<file path="config.mk">
export PLATFORM = sky130hd
export DESIGN_NAME = remote_cmd_link
export DESIGN_NICKNAME = d
export VERILOG_FILES = /design/src/rtl/remote_cmd_link.sv
export SDC_FILE = /design/constraint.sdc
export NUM_CORES = 1
export LEC_CHECK = 0
export ABC_AREA = 1
export BUFFER_PORTS_ARGS = -buffer_cell sky130_fd_sc_hd__clkbuf_2
export CAP_MARGIN = 5
export CORE_ASPECT_RATIO = 2
export CORE_MARGIN = 10
export CORE_UTILIZATION = 43
export DETAILED_ROUTE_END_ITERATION = 10
export GPL_ROUTABILITY_DRIVEN = 0
export SYNTH_ARGS = -nofsm -noshare
export SYNTH_HDL_FRONTEND = slang
export SYNTH_SLANG_ARGS = --single-unit
export TNS_END_PERCENT = 1
</file>
<file path="constraint.sdc">
create_clock -name clk -period 1.9 [get_ports clk]
set_input_delay 0.19 -clock clk [delete_from_list [all_inputs] [get_ports clk]]
set_output_delay 0.19 -clock clk [all_outputs]
set_load 0.02 [all_outputs]
</file>
<file path="src/rtl/remote_cmd_link.sv">
// +----------------------------------------------------------------------------+
// | remote_cmd_link : UART command transmitter / response receiver (remote end) |
// | Sends CMD_BYTES-wide commands MSB byte first; captures 1-byte responses.    |
// | Optional feature macro: RESP_TIMEOUT_EN (response wait state + timeout)    |
// | Rev 1.0  initial release                                                   |
// +----------------------------------------------------------------------------+
`default_nettype none

module uart_tx #(
  parameter int BAUD_DIV = 2604
) (
  input  logic       clk,
  input  logic       rst_n,
  input  logic       trmt,
  input  logic [7:0] tx_data,
  output logic       TX,
  output logic       tx_done
);
  localparam int BW = $clog2(BAUD_DIV + 1);

  logic [9:0]    shreg;
  logic [BW-1:0] baud;
  logic [3:0]    bits;
  logic          active;

  // Frame is {stop, data[7:0], start}; ones shift in so the line rests high.
  always_ff @(posedge clk or negedge rst_n) begin
    if (!rst_n) begin
      shreg   <= '1;
      baud    <= '0;
      bits    <= '0;
      active  <= 1'b0;
      tx_done <= 1'b0;
    end else begin
      tx_done <= 1'b0;
      if (!active) begin
        if (trmt) begin
          shreg  <= {1'b1, tx_data, 1'b0};
          baud   <= '0;
          bits   <= '0;
          active <= 1'b1;
        end
      end else if (baud == BW'(BAUD_DIV - 1)) begin
        baud <= '0;
        if (bits == 4'd9) begin
          active  <= 1'b0;
          tx_done <= 1'b1;
        end else begin
          shreg <= {1'b1, shreg[9:1]};
          bits  <= bits + 4'd1;
        end
      end else begin
        baud <= baud + BW'(1);
      end
    end
  end

  assign TX = shreg[0];
endmodule

module uart_rx #(
  parameter int BAUD_DIV = 2604
) (
  input  logic       clk,
  input  logic       rst_n,
  input  logic       RX,
  output logic       rx_rdy,
  output logic [7:0] rx_data
);
  localparam int BW = $clog2(BAUD_DIV + 1);

  logic          rx_ff1;
  logic          rx_s;
  logic [BW-1:0] baud;
  logic [3:0]    bits;
  logic [7:0]    sh;
  logic          active;

  always_ff @(posedge clk or negedge rst_n) begin
    if (!rst_n) begin
      rx_ff1  <= 1'b1;
      rx_s    <= 1'b1;
      baud    <= '0;
      bits    <= '0;
      sh      <= '0;
      active  <= 1'b0;
      rx_rdy  <= 1'b0;
      rx_data <= '0;
    end else begin
      rx_ff1 <= RX;
      rx_s   <= rx_ff1;
      rx_rdy <= 1'b0;
      if (!active) begin
        if (!rx_s) begin
          active <= 1'b1;
          baud   <= BW'(BAUD_DIV / 2);
          bits   <= '0;
        end
      end else if (baud == '0) begin
        // Sampling near the centre of each bit cell.
        baud <= BW'(BAUD_DIV - 1);
        if (bits == 4'd9) begin
          active  <= 1'b0;
          rx_rdy  <= 1'b1;
          rx_data <= sh;
        end else if (bits == 4'd0 && rx_s) begin
          active <= 1'b0;
        end else begin
          if (bits != 4'd0) sh <= {rx_s, sh[7:1]};
          bits <= bits + 4'd1;
        end
      end else begin
        baud <= baud - BW'(1);
      end
    end
  end
endmodule

module remote_cmd_link #(
  parameter int CMD_BYTES   = 2,
  parameter int BAUD_DIV    = 2604,
  parameter int TIMEOUT_CYC = 1000000
) (
  input  logic                   clk,
  input  logic                   rst_n,
  input  logic                   RX,
  output logic                   TX,
  input  logic                   snd_cmd,
  input  logic [8*CMD_BYTES-1:0] cmd,
  output logic                   busy,
  output logic                   cmd_snt,
  output logic [7:0]             resp,
  output logic                   resp_rdy,
  output logic                   resp_tmo
);
  localparam int W     = 8 * CMD_BYTES;
  localparam int CNT_W = $clog2(CMD_BYTES + 1);

  typedef enum logic [1:0] {
    IDLE = 2'd0,
    LOAD = 2'd1,
    XMIT = 2'd2,
    RESP = 2'd3
  } state_t;

  state_t           state;
  logic [W-1:0]     sh;
  logic [CNT_W-1:0] cnt;
  logic             trmt;
  logic             tx_done;
  logic             rx_rdy;
  logic [7:0]       rx_data;
  logic [7:0]       tx_data;
  logic             accept;
  logic             clr_rx_rdy;

  assign tx_data    = sh[W-1 -: 8];
  assign accept     = snd_cmd && (state == IDLE || state == RESP);
  assign clr_rx_rdy = accept;
  assign busy       = (state == LOAD) || (state == XMIT);

  uart_tx #(.BAUD_DIV(BAUD_DIV)) u_tx (
    .clk     (clk),
    .rst_n   (rst_n),
    .trmt    (trmt),
    .tx_data (tx_data),
    .TX      (TX),
    .tx_done (tx_done)
  );

  uart_rx #(.BAUD_DIV(BAUD_DIV)) u_rx (
    .clk     (clk),
    .rst_n   (rst_n),
    .RX      (RX),
    .rx_rdy  (rx_rdy),
    .rx_data (rx_data)
  );

`ifdef RESP_TIMEOUT_EN
  logic [31:0] tmo_cnt;
`else
  assign resp_tmo = 1'b0;
`endif

  always_ff @(posedge clk or negedge rst_n) begin
    if (!rst_n) begin
      state   <= IDLE;
      sh      <= '0;
      cnt     <= '0;
      trmt    <= 1'b0;
      cmd_snt <= 1'b0;
`ifdef RESP_TIMEOUT_EN
      tmo_cnt  <= '0;
      resp_tmo <= 1'b0;
`endif
    end else begin
      trmt <= 1'b0;
      if (accept) begin
        sh      <= cmd;
        cnt     <= CNT_W'(CMD_BYTES);
        cmd_snt <= 1'b0;
        state   <= LOAD;
`ifdef RESP_TIMEOUT_EN
        tmo_cnt  <= '0;
        resp_tmo <= 1'b0;
`endif
      end else begin
        case (state)
          LOAD: begin
            trmt  <= 1'b1;
            cnt   <= cnt - CNT_W'(1);
            state <= XMIT;
          end
          XMIT: begin
            if (tx_done) begin
              if (cnt == '0) begin
                cmd_snt <= 1'b1;
`ifdef RESP_TIMEOUT_EN
                tmo_cnt <= '0;
                state   <= RESP;
`else
                state   <= IDLE;
`endif
              end else begin
                sh    <= sh << 8;
                state <= LOAD;
              end
            end
          end
`ifdef RESP_TIMEOUT_EN
          RESP: begin
            if (resp_rdy) begin
              tmo_cnt <= '0;
              state   <= IDLE;
            end else if (tmo_cnt == 32'(TIMEOUT_CYC - 1)) begin
              resp_tmo <= 1'b1;
              tmo_cnt  <= '0;
              state    <= IDLE;
            end else begin
              tmo_cnt <= tmo_cnt + 32'd1;
            end
          end
`endif
          default: state <= IDLE;
        endcase
      end
    end
  end

  // A new command clears the previous response even if a byte lands that cycle.
  always_ff @(posedge clk or negedge rst_n) begin
    if (!rst_n) begin
      resp     <= 8'h00;
      resp_rdy <= 1'b0;
    end else begin
      if (rx_rdy) resp <= rx_data;
      if (clr_rx_rdy)  resp_rdy <= 1'b0;
      else if (rx_rdy) resp_rdy <= 1'b1;
    end
  end
endmodule

`default_nettype wire

</file>
==> flow_metrics.tcl, run 1 <==
set metrics [dict create \
    hold_ws_ps 55.02 \
    power.total_uw 3840 \
    overflow 0 \
    n_fill_cell 1083 \
    nets 620 \
    slew_headroom_pct 66.41 \
    drc 0 \
    crit_buf_inv 0 \
    hp-class "in -> reg" \
    num_vias 3655 \
    post_drt_wl_per_cell_um 13.56 \
    area_growth_syn_to_layout_pct 14.66 \
    ys_types 35 \
    grt_max_degree 39 \
    synth_edf_count 0 \
    htreeDepth 3 \
    hold_violations 0 \
    port_buffers 31 \
    antenna_found_initial 0 \
    power_density_mw_per_mm2 726.5 \
    slew_viol_final 0 \
    grt.total_usage_pct 13.51 \
    status "completed" \
    dieArea_mm2 0.01551 \
    clockBufferDepth 2 \
    die_x_um 93.21 \
    clockRootBuffer "clkbuf_16" \
    cts_tree "built" \
    avgSynthCellArea_um2 8.458 \
    cp_cell_sequence "ha_1 -> nand2_1 -> nor2_1 -> nand3_2 -> nand2_4 -> nand3_2 -> nand2_1 -> nand2_1" \
    seq_area_mm2 0.002366 \
    synth_top_cell_by_area "dfrtp_1" \
    coreArea_mm2 0.01048 \
    maxCapViolations 0 \
    rows 53 \
    ant_nets 0 \
    synth_top_area_share_pct 45.06 \
    rsz0062_at_grt "no" \
    synthFlopType "dfrtp_1" \
    syn_area_mm2 0.004609 \
    setup-tns-final_ps 0 \
    fin_crit_ps 1695 \
    max_slew.worst_pin.slew_ps 503.8 \
    grt-busiest-layer "met2" \
    path_clk_slew_ps 70 \
    grt_pass1_wl_um 17110 \
    use_met2_pct 24.30 \
    ys_top_cells_by_area "dfrtp_1 (45%), nand2_1 (13%), dfstp_2 (6.3%)" \
    ir_drop_uv 517.7 \
    first_pass_iters 4 \
    worstSetupPathType "reg -> reg" \
    dieHeight_um 166.4 \
    boundaryPins 33 \
    multi_input_comb_area_mm2 0.001918 \
    path_max_fanout 13 \
    final_cell_mix "nand2_1 (154), dfrtp_1 (83), inv_1 (58)" \
    power.leakage_uw 0.002771 \
    max_stage_delay_ps 390 \
    async_flop_share_pct 100.0 \
    cts_setup_buffers 0 \
    pre_cts_slack_ps 187.8 \
    path_common_cell "nand2_1" \
    yosys_warnings 0 \
    post-dp-hpwl_um 7472 \
    synth_nets 577 \
    slowest_stage "dfrtp_1" \
    cts.sinks 94 \
    fmax_mhz 589.9 \
    drt-total-wl_um 9901 \
    vias_per_cell 5.007 \
    setup_viol 0 \
    grt_pass1_vias 3641 \
    yosysSeqAreaShare_pct 51.33 \
    drtIter0Drc 170 \
    start_util_pct 43.99 \
    skew_ps 4.670 \
    antenna_cells 0 \
    setup.worst_path.end_class "flop" \
    cp.arrival_ps 1930 \
    synth_cells 545 \
    gr-usage-met3_pct 2.386 \
    use_met1_pct 14.50 \
    ys_seq_elements 94 \
    cp-start-kind "flop" \
    fin_ws_ps 204.7 \
    layout-drive-gt1-share_pct 16.86 \
    critical-path-top-delay-family "simple AND/OR/NAND/NOR gates" \
    crit_required_ps 2140 \
    cts_made_buffers 9 \
    final_common_cell "nand2_1" \
    layout_worst_path_cycle_share_pct 89.23 \
    clock_latency_ps 350 \
]
[layer usage]
metal  routed length [um]  vias to the layer above
met1                 3969                     1738
li1                     -                     1856
met5                    0                        -
met3                  228                       21
met4                  262                        0
met2                 5440                       40
[area by class of cell]
class,instances,area share (%)
sequential,94,44.77
clock inverter,7,1.231
multi-input combinational,371,36.29
clock buffer,9,4.261
tap,137,3.243
timing repair buffer,47,5.587
inverter,65,4.616
[power by group]
| group | switching (uW) | total (uW) | internal (uW) | leakage, uW |
|---|---|---|---|---|
| registers | 1.75 | 2010 | 2000 | 0.00115 |
| logic | 50.5 | 76.7 | 26.2 | 0.00148 |
| clock network | 837 | 1760 | 920 | 0.000140 |
| total | 889 | 3840 | 2950 | 0.00277 |
[stage by stage]
stage | cells | instance area [um2] | util, %
6_report | 730 | 5285 | 50.44
5_1_grt | 730 | 5285 | 50.44
4_1_cts | 730 | 5280 | 50.39
3_5_place_dp | 712 | 4970 | 47.43
3_3_place_gp | 712 | 4970 | 47.43
2_1_floorplan | 545 | 4609 | -
[sequential cells by signal, indices dropped and copies added, names as in the netlist, 2 cells and up]
signal,cells
sh,16
u_rx.baud,12
u_tx.baud,12
u_tx.shreg,9
resp,8
u_rx.rx_data,8
u_rx.sh,8
u_rx.bits,4
u_tx.bits,4
cnt,2
state,2
[repair_timing]
action / CTS / global route
hold buffers: 2 / 0
setup endpoints to repair: 0 / 1
hold endpoints to repair: 26 / 0
resized for setup: 0 / 1
[cell usage after synthesis, types with 2 or more instances]
library cell / number
o22ai_1: 4
a21oi_1: 10
nor2_4: 3
nor2_2: 2
dfstp_2: 11
nor3_1: 3
buf_6: 2
nor2_1: 38
o21ai_0: 41
o211ai_1: 8
buf_4: 2
buf_2: 6
mux2_2: 6
xnor2_1: 5
o21ai_1: 12
o21bai_1: 2
nand4_1: 18
inv_1: 58
clkbuf_1: 5
nand2_4: 2
ha_1: 12
o31ai_1: 2
nand2_2: 2
nand3_1: 32
nand3_2: 4
dfrtp_1: 83
nand2_1: 154
inv_2: 7
xor2_1: 5
[worst reg2reg max path: stages (launching register included)]
cell     delay, ps
dfrtp_1        390
ha_1           290
nand2_1         80
nor2_1         130
nand3_2        140
nand2_4        120
nand3_2        230
nand2_1        150
nand2_1         60
[path summary, 6_finish.rpt]
path | startpoint | endpoint | slack [ps] | cells after the start
worst min-delay path | cmd[3] | sh[3]$_DFFE_PN0P_ | 60 | 3
worst max register to register | u_tx.baud[0]$_DFFE_PN0P_ | u_tx.bits[0]$_DFFE_PN0P_ | 200 | 8
min in group asynchronous | rst_n | sh[14]$_DFFE_PN0P_ | 340 | 2
max in group asynchronous | rst_n | u_rx.rx_s$_DFF_PN1_ | 940 | 3
worst max-delay path | u_tx.baud[0]$_DFFE_PN0P_ | u_tx.bits[0]$_DFFE_PN0P_ | 200 | 8
worst min register to register | u_rx.rx_ff1$_DFF_PN1_ | u_rx.rx_s$_DFF_PN1_ | 360 | 0
[cell families after synthesis]
logic type               count (synthesis)  synth area share [%]
XOR/XNOR                                10                 1.900
AND/OR/NAND/NOR                        260                 24.92
adder cells (fa/ha/maj)                 12                 3.257
flip-flops                              94                 51.33
multiplexers                             6                 1.466
AO/OA/AOI/OAI                           82                 9.881
other                                    1               0.08136
buffers and inverters                   80                 7.166
Note: power is estimated with default switching activity, not from simulation.
==> run 2, diff against run 1 <==
- clock period: 1.9 -> 1.6 ns (I/O delays scaled with it)
==> run 2 against run 1 <==
Net effect: the flow now finishes with violations (setup timing); non-clock buffer count grew 23; maximum frequency grew 4.1%; setup slack lost 230 ps; critical path depth grew 3; register-to-register slack lost 230 ps; clock power grew 24%; core utilization grew 3.6 points; sequential cell count is the same; hold slack lost 6.3 ps; design area grew 7.1%; die area is the same.
==> flow_metrics.tcl, run 2 (same netlist as run 1, synthesis figures left out) <==
set metrics [dict create \
    slowest_stage "dfrtp_1" \
    cts_tree "built" \
    grt_pass1_vias 3892 \
    switching_share_pct 21.74 \
    layout-drive-gt1-share_pct 23.62 \
    status "finished with violations" \
    finalNonFillerCells 755 \
    comb_power_share_pct 2.0 \
    dieHeight_um 166.4 \
    rows 53 \
    nets 645 \
    pwr-share-clk_pct 46.9 \
    layout_worst_path_cycle_share_pct 101.8 \
    place_inst 727 \
    drc 0 \
    drt-total-wl_um 10840 \
    pwr-share-seq_pct 51.1 \
    final_common_cell "nand2_1" \
    grt_max_degree 40 \
    grt_pass1_wl_um 17780 \
    skew_ps 8.079 \
    regMostFlops "sh" \
    max_stage_delay_ps 390 \
    ir_drop_uv 661.8 \
    hp-class "in -> reg" \
    slew_viol_final 0 \
    power.switching_uw 1013 \
    ant_nets 0 \
    cp_cell_sequence "inv_2 -> ha_4 -> inv_2 -> nor2_2 -> nand2_2 -> nor2_4 -> buf_12 -> nand2_8 -> clkbuf_16 -> o21ai_2 -> nand2_1" \
    clockBufferDepth 2 \
    clock_latency_ps 340 \
    power_density_mw_per_mm2 823.7 \
    drtIter0Drc 135 \
    internal_power_uw 3648 \
    largest_register_ffs 16 \
    path_common_cell "inv_2" \
    num_vias 3832 \
    cp.arrival_ps 1860 \
    hold_ws_ps 48.75 \
    antenna_cells 0 \
    worstSetupPathType "reg -> reg" \
    boundaryPins 33 \
    area_growth_syn_to_layout_pct 22.77 \
    coreArea_mm2 0.01048 \
    top_regs "sh (16), u_rx.baud (12), u_tx.baud (12)" \
    start_util_pct 43.99 \
    htreeDepth 3 \
    path_clk_slew_ps 70 \
    critical-path-top-delay-family "simple AND/OR/NAND/NOR gates" \
    crit_buf_inv 4 \
    cts_made_buffers 9 \
    post-dp-hpwl_um 7849 \
    maxCapViolations 0 \
    overflow 0 \
    vias_per_cell 5.075 \
    path_max_fanout 7 \
    fin_crit_ps 1628 \
    crit_required_ps 1830 \
    setup_viol 6 \
    violations "setup timing" \
    setup.worst_path.end_class "flop" \
    clockRootBuffer "clkbuf_16" \
    fmax_mhz 614.1 \
    first_pass_iters 4 \
    post_drt_wl_per_cell_um 14.35 \
    port_buffers 31 \
    final_cell_mix "nand2_1 (151), dfrtp_1 (82), inv_1 (55)" \
    fin_util_pct 54.01 \
    rsz0062_at_grt "yes" \
    dieArea_mm2 0.01551 \
    setup-tns-final_ps -76.15 \
    pre_cts_slack_ps 11.81 \
    power.leakage_uw 0.002914 \
    cp-start-kind "flop" \
    antenna_found_initial 0 \
    hold_violations 0 \
    fin_ws_ps -28.50 \
    cts.sinks 94 \
    grt.total_usage_pct 14.01 \
    die_x_um 93.21 \
]
[run 2: area by class of cell]
type / count / area (um2)
clock buffer: 9 / 225.2
multi-input combinational: 373 / 2041
tap: 137 / 171.4
clock inverter: 7 / 81.33
fill: 1006 / 4818
timing repair buffer: 70 / 529.3
sequential: 94 / 2367
inverter: 65 / 244.0
[run 2: path summary, 6_finish.rpt]
check                                               from                          end  slack (ps)  cells past startpoint
max in group asynchronous                          rst_n        u_rx.rx_ff1$_DFF_PN1_         730                      3
worst max register to register  u_rx.baud[1]$_DFFE_PN0P_  u_rx.rx_data[0]$_DFFE_PN0P_         -30                     11
worst max-delay path            u_rx.baud[1]$_DFFE_PN0P_  u_rx.rx_data[0]$_DFFE_PN0P_         -30                     11
worst min-delay path                              cmd[6]            sh[6]$_DFFE_PN0P_          50                      3
min in group asynchronous                          rst_n            sh[8]$_DFFE_PN0P_         270                      2
worst min register to register     u_rx.rx_ff1$_DFF_PN1_          u_rx.rx_s$_DFF_PN1_         360                      0
[run 2: worst register-to-register path: cells and delay by family (launching register included)]
| kind | cells | cell delay [ps] |
|---|---|---|
| AND/OR/NAND/NOR | 5 | 440 |
| buffers and inverters | 4 | 430 |
| flip-flops | 1 | 390 |
| adder cells (fa/ha/maj) | 1 | 140 |
| AO/OA/AOI/OAI | 1 | 120 |
[run 2: through the flow]
| step | total power (uW) | area, um2 |
|---|---|---|
| 3_3_place_gp | 2520 | 5095 |
| 4_1_cts | 4722 | 5428 |
| 3_5_place_dp | 2521 | 5095 |
| 5_1_grt | 4823 | 5659 |
| 2_1_floorplan | 2435 | 4609 |
| 6_report | 4662 | 5659 |
[run 2: per-layer routing]
metal	share of wire [%]	track usage (%)
met4	2.1	5.735
met2	58	27.09
met1	37	13.58
met3	2.4	2.837
met5	0	0
[run 2: power groups by stage]
| stage | registers, uW | logic (uW) | clock network [uW] |
|---|---|---|---|
| floorplan | 2430 | 7.22 | 0 |
| global placement | 2430 | 93.1 | 0 |
| detailed placement | 2430 | 93.3 | 0 |
| CTS | 2380 | 97.2 | 2240 |
| global route | 2380 | 106 | 2340 |
| finish | 2380 | 93.3 | 2190 |
[run 2: repair_timing]
action	in CTS	in global routing
gates cloned	1	2
gates resized for setup	0	39
setup buffers	0	7
hold buffers	2	0
pin swaps	1	13
hold endpoints to repair	15	0
endpoints found under the setup margin	2	59
